--- src/rtl/alu_share_arb.sv ---
// Round-robin arbiter sharing one combinational ALU between EX and aux paths.
// Define ALU_ARB_B2B_EN to re-arbitrate on the response handshake cycle.
module alu_share_arb #(
  parameter int WIDTH = 32
) (
  input  logic             clk,
  input  logic             rst_n,
  input  logic             req0_valid,
  output logic             req0_ready,
  input  logic [WIDTH-1:0] req0_a,
  input  logic [WIDTH-1:0] req0_b,
  input  logic [2:0]       req0_op,
  input  logic             req1_valid,
  output logic             req1_ready,
  input  logic [WIDTH-1:0] req1_a,
  input  logic [WIDTH-1:0] req1_b,
  input  logic [2:0]       req1_op,
  output logic             rsp0_valid,
  input  logic             rsp0_ready,
  output logic             rsp1_valid,
  input  logic             rsp1_ready,
  output logic [WIDTH-1:0] rsp_result,
  output logic             rsp_zero,
  output logic [WIDTH-1:0] alu_a,
  output logic [WIDTH-1:0] alu_b,
  output logic [2:0]       alu_op,
  input  logic [WIDTH-1:0] alu_result,
  input  logic             alu_zero
);

  typedef enum logic [1:0] {IDLE, EXEC, RESP} state_e;

  state_e           state_q, state_d;
  logic             rr_q, rr_d;
  logic             own_q, own_d;
  logic [WIDTH-1:0] a_q, a_d;
  logic [WIDTH-1:0] b_q, b_d;
  logic [2:0]       op_q, op_d;
  logic [WIDTH-1:0] res_q, res_d;
  logic             zero_q, zero_d;

  logic arb_en;
  logic win;
  logic take;
  logic rsp_hs;

  always_ff @(posedge clk) begin
    if (!rst_n) begin
      state_q <= IDLE;
      rr_q    <= 1'b0;
      own_q   <= 1'b0;
      a_q     <= '0;
      b_q     <= '0;
      op_q    <= '0;
      res_q   <= '0;
      zero_q  <= 1'b0;
    end else begin
      state_q <= state_d;
      rr_q    <= rr_d;
      own_q   <= own_d;
      a_q     <= a_d;
      b_q     <= b_d;
      op_q    <= op_d;
      res_q   <= res_d;
      zero_q  <= zero_d;
    end
  end

  always_comb begin
    state_d = state_q;
    rr_d    = rr_q;
    own_d   = own_q;
    a_d     = a_q;
    b_d     = b_q;
    op_d    = op_q;
    res_d   = res_q;
    zero_d  = zero_q;
    rsp_hs  = (state_q == RESP) &&
              (own_q ? rsp1_ready : rsp0_ready);
`ifdef ALU_ARB_B2B_EN
    arb_en  = (state_q == IDLE) || rsp_hs;
`else
    arb_en  = (state_q == IDLE);
`endif
    // Tie goes to rr_q; a lone requester always wins.
    win     = (req0_valid && req1_valid) ? rr_q : req1_valid;
    take    = rst_n && arb_en && (req0_valid || req1_valid);
    unique case (state_q)
      IDLE: state_d = IDLE;
      EXEC: begin
        res_d   = alu_result;
        zero_d  = alu_zero;
        state_d = RESP;
      end
      RESP: if (rsp_hs) state_d = IDLE;
      default: state_d = IDLE;
    endcase
    if (take) begin
      a_d     = win ? req1_a  : req0_a;
      b_d     = win ? req1_b  : req0_b;
      op_d    = win ? req1_op : req0_op;
      own_d   = win;
      rr_d    = ~win;
      state_d = EXEC;
    end
  end

  always_comb begin
    req0_ready = take && !win;
    req1_ready = take && win;
    rsp0_valid = (state_q == RESP) && !own_q;
    rsp1_valid = (state_q == RESP) && own_q;
    rsp_result = res_q;
    rsp_zero   = zero_q;
    alu_a      = a_q;
    alu_b      = b_q;
    alu_op     = op_q;
  end

endmodule

--- config.mk ---
export PLATFORM = sky130hd
export DESIGN_NAME = alu_share_arb
export DESIGN_NICKNAME = d
export VERILOG_FILES = /design/src/rtl/alu_share_arb.sv
export SDC_FILE = /design/constraint.sdc
export NUM_CORES = 1
export LEC_CHECK = 0
export CAP_MARGIN = 20
export CORE_MARGIN = 5
export CORE_UTILIZATION = 28
export CTS_CLUSTER_SIZE = 12
export DETAILED_ROUTE_END_ITERATION = 12
export PLACE_DENSITY = 0.68
export SLEW_MARGIN = 20
export SYNTH_ARGS = -nofsm -noshare
export SYNTH_HDL_FRONTEND = slang
export SYNTH_SLANG_ARGS = --single-unit
--- constraint.sdc ---
create_clock -name clk -period 2.5 [get_ports clk]
set_input_delay 0.5 -clock clk [delete_from_list [all_inputs] [get_ports clk]]
set_output_delay 0.5 -clock clk [all_outputs]
set_load 0.02 [all_outputs]
==> summary.md <==
| Metric | Value |
|---|---|
| Leakage | 2.75 nW |
| PortBufs | 276 |
| Fin. Hold Viols | 0 |
| Chip height | 133 um |
| Worst R2R Setup Slack | 980 ps |
| Max VDD drop | 0.000313 V |
| Post-synthesis cell type count | 27 |
| Max Slew Vio Count | 0 |
| Worst-margin pin slew | 907 ps |
| Detailed placement HPWL | 11.3 mm |
| Via-per-instance ratio | 4.67 |
| Yosys warns | 0 |
| Total core area | 0.0146 mm^2 |
| Hold Slack | 460 ps |
| Layout Nets | 958 |
| Congestion Overflow GR | 0 |
| Setup CP Type | input port to primary output |
| Vias in the first global route | 4467 |
| Final Cycle Share | 0.955 |
| Num rows | 44 |
| Min Tclk post-route | 2390 ps |
| Area delta synth->final | 76.4% |
| Crit path capture type | primary output |
| Hold_sp | alu_b[31] |
| DRC | 0 |
| Vias | 4549 |
| Worst EP arrival | 1890 ps |
| Clk_skew | 7.97 ps |
| Worst-path maximum fanout | 3 |
| Root Driver | clkbuf_16 |
| Setup TNS | 0 ps |
| R2R depth | 6 |
| Mean post-synth cell area | 7.95 um^2 |
| CP required | 2000 ps |
| Routed WL | 15.8 mm |
| Util after Layout | 0.507 |
| First-pass GRT wire length | 24.0 mm |
| RSZ-0062 raised after global routing | false |
| Hold Path End | alu_b[31] |
| Status | finished, final reports clean |
| Synth area leader | dfxtp_1 |
| CP startpoint kind | input port |
| Number of CTS-inserted buffers | 9 |
| Max Cap Viol | 0 |
| Placed Instance Area | 0.00712 mm^2 |
| FMAX | 419 MHz |
| Final setup viols | 0 |
| Yosys top cell area share | 0.494 |
| Post-CTS setup buffers | 0 |
| Mapped Area | 0.00421 mm^2 |
| Starting Density | 0.288 |
| FF-to-FF End | alu_b[12] |
| Die area | 0.0176 mm^2 |
| Share of layout cells above drive strength 1 | 0.0456 |
| Worst-path clk slew | 60 ps |
| Worst-Skew Late Latency | 340 ps |
| Number of antenna violations at the first check in global routing | 0 |
| Cell count after synthesis | 530 |
| Worst hold path class | flip-flop to flip-flop |
| Worst Hold Depth | 2 |
| IO Pins | 277 |
| Post-Place Setup Slack | 109 ps |
| Final instance area | 0.00743 mm^2 |
| CTS sink cnt | 104 |
| Seq/Total Area, Yosys | 0.494 |
| Max Buffers Root-to-Sink | 2 |
| Chip width | 133 um |
| Gr usage total | 0.170 |
| CTS tree | done |
| GP Congestion | 0.778 |
| Final setup margin | 114 ps |
| Slew Limit Headroom | 0.395 |
| Wire per inst | 16.2 um |
| DR iter-0 viols | 266 |
| Post-synthesis register bit count | 104 |
| Reg-to-reg startpoint | state_q[0] |
| Power Dens Cells | 604 mW/mm^2 |
| Largest net degree at the start of global routing | 100 |
| Top post-synthesis cells by area | dfxtp_1 49%, a21oi_1 14%, nand2_1 12%, a21boi_0 6.1%, o21ai_0 5.0% |
| Diode count | 0 |
| Syn Nets | 703 |
| ANT nets after route | 0 |
| First drt pass iteration count | 5 |
| H-tree levels | 3 |
==> logic make-up after synthesis <==
kind of cell | count (synthesis) | synth area share
buf+inv | 48 | 0.0582
mux | 6 | 0.0143
compound gates | 222 | 0.289
simple gates | 150 | 0.144
flops | 104 | 0.494
==> sequential cells by signal, indices dropped and copies added (netlist names) <==
signal	flops
alu_op	3
alu_a	32
own_q	1
alu_b	32
state_q	2
rr_q	1
rsp_result	32
rsp_zero	1
==> synth_stat cells <==
cell        n
nor2_1      1
o21ai_0    42
nor2b_1     1
o21ai_2     1
a31oi_1     1
inv_2       1
and3_1      2
nor3b_1     1
buf_4       8
a21boi_0   34
nand2_1   133
and2_1      1
o21ai_1    22
nand3_1     6
o31a_1      1
a21o_1      2
and3b_1     1
nand3b_1    1
nor3b_2     1
a22oi_1     3
buf_6       2
a21oi_1   116
clkbuf_1   21
buf_2      16
dfxtp_1   104
nand2b_1    2
mux2i_1     6
==> report_power, final <==
part	switching (mW)	total, mW	internal (mW)
sequential	0.0739	1.88	1.80
combinational	0.562	1.18	0.614
clock	0.627	1.43	0.807
==> cells in the final DEF, fill, tap and decap left out, drive strengths merged <==
cell type,n
clkdlybuf4s50,275
o21ai,65
and3b,1
nor2b,1
nand3,6
mux2i,6
and3,2
inv,1
nand2b,2
buf,16
a22oi,3
a21oi,116
nor3b,2
and2,1
a21boi,34
dfxtp,104
o31a,1
a21o,2
clkinv,1
bufinv,1
a31oi,1
nand2,133
clkbuf,12
nand3b,1
nor2,1
clkinvlp,2
==> worst max-delay path, stage by stage <==
cell             delay [ps]
clkdlybuf4s50_1         440
nand2b_1                150
and3_1                  190
clkdlybuf4s50_1         610
==> final cells by class <==
type | count | area (um^2)
clock inverters | 4 | 53.8
repair buffers | 291 | 2910
well taps | 184 | 230
clock buffers | 12 | 246
inverters | 1 | 3.75
multi-input cells | 378 | 1900
fillers | 1413 | 7220
flip-flops and latches | 104 | 2080
==> worst max-delay path by stage <==
stage	slack [ps]	to	from
finish	110	req1_ready	req0_valid
global route	20	req0_ready	state_q[0]
CTS	20	req1_ready	state_q[0]
detailed placement	110	req1_ready	req0_valid
global placement	140	req1_ready	req0_valid
floorplan	710	req0_ready	rst_n
==> through the flow <==
stage | cells | total power, mW
global placement | 958 | 3.09
detailed placement | 958 | 3.09
CTS | 974 | 4.55
floorplan | 530 | 2.42
global route | 974 | 4.71
finish | 974 | 4.48
==> timing repair <==
item,4_1_cts,5_1_grt
hold buffers,0,0
gates resized for setup,0,1
setup endpoints to repair,0,2
==> routing by layer <==
metal  routed length (um)  global-route usage
met1                 6720               0.202
met3                 1810              0.0809
met2                 6890               0.267
met5                    0                   0
met4                  329              0.0618
No activity file was read; power rests on OpenSTA's default activity.
